## config.mk

```make
export PLATFORM = sky130hd
export DESIGN_NAME = button_debouncer
export DESIGN_NICKNAME = d
export VERILOG_FILES = /design/src/rtl/button_debouncer.sv
export SDC_FILE = /design/constraint.sdc
export NUM_CORES = 1
export LEC_CHECK = 0
export ABC_CLOCK_PERIOD_IN_PS = 2600
export BUFFER_PORTS_ARGS = -buffer_cell sky130_fd_sc_hd__buf_2
export CAP_MARGIN = 30
export CORE_AREA = 5 5 42 44
export DETAILED_ROUTE_END_ITERATION = 8
export DIE_AREA = 0 0 47 49
export PLACE_DENSITY = 0.4
export REMOVE_ABC_BUFFERS = 1
export SYNTH_ARGS = -nofsm -noshare
export SYNTH_HDL_FRONTEND = slang
export SYNTH_SLANG_ARGS = --single-unit
```

## constraint.sdc

```tcl
create_clock -name clk -period 2.6 [get_ports clk]
set_input_delay 0.39 -clock clk [delete_from_list [all_inputs] [get_ports clk]]
set_output_delay 0.39 -clock clk [all_outputs]
set_load 0.01 [all_outputs]
```

## src/rtl/button_debouncer.sv

```systemverilog
// Push-button debouncer: synchronises btn_in and toggles btn_level only after a stable window.
// Optional rejected-glitch counter enabled by defining BUTTON_DEBOUNCER_GLITCH_CNT_EN.
module button_debouncer #(
   parameter int unsigned SYNC_STAGES   = 2,
   parameter int unsigned STABLE_CYCLES = 16,
   parameter bit          RESET_LEVEL   = 1'b0
) (
   input  logic       clk,
   input  logic       reset,
   input  logic       btn_in,
   output logic       btn_level,
   output logic       busy
`ifdef BUTTON_DEBOUNCER_GLITCH_CNT_EN
   ,
   output logic [7:0] glitch_cnt
`endif
);

   localparam int unsigned      CNT_W   = $clog2(STABLE_CYCLES + 1);
   localparam logic [CNT_W-1:0] CNT_MAX = CNT_W'(STABLE_CYCLES);

   typedef enum logic {
      ST_STABLE = 1'b0,
      ST_ARMING = 1'b1
   } state_e;

   logic [SYNC_STAGES-1:0] sync_q;
   logic                   sync_in;
   state_e                 state_q;
   logic [CNT_W-1:0]       cnt_q;
   logic                   level_q;

   // NOTE: every clocked block uses non-blocking assignments so all flops update together at the edge.
   always_ff @(posedge clk) begin
      if (reset) begin
         sync_q <= {SYNC_STAGES{RESET_LEVEL}};
      end else begin
         sync_q <= {sync_q[SYNC_STAGES-2:0], btn_in};
      end
   end

   assign sync_in = sync_q[SYNC_STAGES-1];

   // Any return to the current level while arming restarts qualification from scratch.
   always_ff @(posedge clk) begin
      if (reset) begin
         state_q <= ST_STABLE;
         cnt_q   <= '0;
         level_q <= RESET_LEVEL;
      end else begin
         unique case (state_q)
            ST_STABLE: begin
               if (sync_in != level_q) begin
                  state_q <= ST_ARMING;
                  cnt_q   <= CNT_W'(1);
               end else begin
                  cnt_q   <= '0;
               end
            end
            ST_ARMING: begin
               if (sync_in == level_q) begin
                  state_q <= ST_STABLE;
                  cnt_q   <= '0;
               end else if (cnt_q == CNT_MAX) begin
                  level_q <= ~level_q;
                  state_q <= ST_STABLE;
                  cnt_q   <= '0;
               end else begin
                  cnt_q   <= cnt_q + 1'b1;
               end
            end
         endcase
      end
   end

   assign btn_level = level_q;
   assign busy      = (state_q == ST_ARMING);

`ifdef BUTTON_DEBOUNCER_GLITCH_CNT_EN
   logic [7:0] gcnt_q;

   // Saturating count of qualifications abandoned without a toggle.
   always_ff @(posedge clk) begin
      if (reset) begin
         gcnt_q <= '0;
      end else if (state_q == ST_ARMING && sync_in == level_q && gcnt_q != 8'hFF) begin
         gcnt_q <= gcnt_q + 8'd1;
      end
   end

   assign glitch_cnt = gcnt_q;
`endif

endmodule

```

==> results by group <==
Worst hold path
  – Min-delay worst type: in -> reg
  – Hold path depth: 2

Drt
  – Initial DRC Count: 4
  – Routed Antenna Nets: 0
  – Total wire length: 641 um
  – DRC errors left: 0
  – DR vias: 266
  – WL/cell: 10.68 um
  – Drt pass-1 iters: 2
  – Vias per inst: 4.433

Timing
  – Post-route clock period utilization: 0.5703
  – Final Hold Vio Count: 0
  – Skew final: 0.001152 ns
  – RSZ-0062 raised after global routing: no
  – Final-report setup violation count: 0
  – Fmax: 674.4 MHz
  – Post-layout min period: approximately 1.5 ns
  – Rel. slew slack: 0.7663
  – Pin slew with the least headroom to its limit: roughly 0.34 ns
  – Final-report max-slew violation count: 0
  – Tightest hold margin: 0.3388 ns
  – Final setup TNS: 0 ns

Pwr
  – Sw Pwr: 0.00005333 W
  – Pwr Density: roughly 600 nW/um^2
  – Combinational share of power: 0.027
  – Sw frac: 0.2084
  – Share of power burned in registers: 0.553
  – Clock share of power: 0.420
  – Tot Pwr: 0.0002558 W
  – Cell Int Power: 0.0002025 W
  – Leak: 0.1547 nW
  – Peak VDD IR: 0.2325 mV

Synthesis
  – Synth area leaders: dfxtp_1, ha_1, nor2_1, xnor2_1, xor2_1
  – Seq/Total Area, Yosys: 0.5000
  – Yosys top cell by area: dfxtp_1
  – Top cell type's share of synthesized area: 0.5000
  – Seq cells post-synth: 9
  – Mapped Area: ~360 sq um
  – Synth warn: 0
  – Syn_area_per_cell: 10.01 sq um
  – Synth cell types: 15
  – Cells after synthesis: 36

Critical path
  – WP data required: 2.79 ns
  – Crit-path max FO: 4
  – CP Launch Type: register
  – R2R cell count: 5
  – Critical Path Stages: 5
  – Max stage delay on crit path: ~0.44 ns
  – Signal arrival time at the worst endpoint: 1.68 ns
  – Critical-path top delay cell: or4_4
  – Worst path cell trace: inv_1 > ha_1 > and4bb_1 > or4_4 > nor2_1
  – Top delay family on crit path: simple AND/OR/NAND/NOR gates
  – CP bufs+invs: 1
  – Kind of critical path: reg -> reg
  – Crit. End Element: register

Finish
  – Final Instance Area: 426.7 sq um
  – Ant diodes: 0
  – Area occupied by multi-input gates: 165.2 sq um
  – Final nets: 50
  – Post-Layout Cell Count: 60
  – Synth-to-layout area growth: 18.40%
  – Fillcell total: between 150 and 200
  – Layout cells sized above 1: 0.1818
  – Sequential Area: ~180 sq um

Placed design
  – GP Congestion: roughly 0.80
  – Placed Instance Area: ~400 sq um
  – HPWL Detailed: 516.2 um
  – Port Buffer Count: 4
  – Placed insts: 56

CTS
  – Cts hold-fix bufs: 0
  – Setup Fix Bufs, Post-CTS: 0
  – CTS tree: built
  – Clock tree sinks: 9
  – Post-CTS sizing: 0
  – Skew-Pair Late Insertion Delay: 0.26 ns
  – Inserted Clock Buffers: 3
  – Reg clk slew, reported paths: about 0.060 ns
  – CTS Root Cell: clkbuf_4
  – H-tree depth: 1
  – Maximum root-to-sink buffer count: 2

Die
  – Core Area: about 1400 sq um
  – Overall die height: 49 um
  – Die Area: 2303 sq um
  – Starting Density: 0.2571
  – IO Pins: 5
  – # rows: 14
  – Die Wd: roughly 47 um

Global routing
  – Number of antenna violations at the first check in global routing: 0
  – GRT overflow: 0
  – Vias in the first global route: 280
  – First-pass GRT wire length: 1110 um
  – Total global-route track usage: 0.06709
  – Largest net degree at the start of global routing: 7

Run status
  – Status: finished clean

Flow run
  – Max-Cap Viols: 0
==> through the flow <==
stage,setup WS [ns],utilization
floorplan,1.234,-
global placement,1.121,0.2857
detailed placement,1.111,0.2857
CTS,1.097,0.3045
global route,1.043,0.3045
finish,1.117,0.3045
==> registers in the layout (all words and copies together), names as in the netlist <==
name       count
btn_level      1
busy           1
cnt_q          5
sync_q         2
==> cells in the mapped netlist <==
cell type / number
dfxtp_1: 9
nor2_1: 5
inv_1: 4
nand3_1: 3
ha_1: 2
nor2b_1: 2
xnor2_1: 2
xor2_1: 2
a2111oi_0: 1
a21oi_1: 1
and4bb_1: 1
nand4bb_1: 1
nor3_1: 1
o21ai_0: 1
or4_4: 1
==> area by class of cell <==
type / instances / share of cell area
multi-input cells: 23 / 0.3871
inverters: 4 / 0.03519
repair buffers: 4 / 0.04692
flip-flops and latches: 9 / 0.4223
clock buffers: 4 / 0.06158
well taps: 16 / 0.04692
==> per-layer routing <==
metal  part of all wire  vias up  GRT usage
met2               0.49        5    0.09955
met3              0.041        2    0.03321
met1               0.45      123    0.07982
li1                   -      136          -
met5                  0        -          0
met4              0.016        0    0.02765
==> cell families after synthesis <==
| logic type | Yosys count | share of synthesized area |
|---|---|---|
| buffers and inverters | 4 | 0.04165 |
| AND/OR/NAND/NOR | 14 | 0.2395 |
| flip-flops | 9 | 0.5000 |
| XOR/XNOR | 4 | 0.09724 |
| adder cells (fa/ha/maj) | 2 | 0.06943 |
| AO/OA/AOI/OAI | 3 | 0.05206 |
==> power by group through the flow <==
stage	combinational (W)	sequential [W]	clock, W
final	0.00000679	0.000142	0.000107
after detailed placement	0.00000688	0.000145	0
after global placement	0.00000660	0.000145	0
after floorplan	0.00000317	0.000145	0
after global routing	0.00000783	0.000142	0.000116
after CTS	0.00000693	0.000142	0.000110
==> placed cells by master, fill, tap and decap left out, drive strengths merged <==
cell     n
nor2     5
a2111oi  1
a21oi    1
nand4bb  1
xnor2    2
nor3     1
xor2     2
nor2b    2
ha       2
clkbuf   4
or4      1
o21ai    1
buf      4
dfxtp    9
and4bb   1
inv      4
nand3    3
==> final timing paths <==
kind / from / endpoint / slack [ns]
max reg2reg: cnt_q[0] / cnt_q[4] / 1.12
min reg2reg: sync_q[0] / sync_q[1] / 0.45
min: btn_in / sync_q[0] / 0.34
max: cnt_q[0] / cnt_q[4] / 1.12
Note: power is estimated with default switching activity, not from simulation.
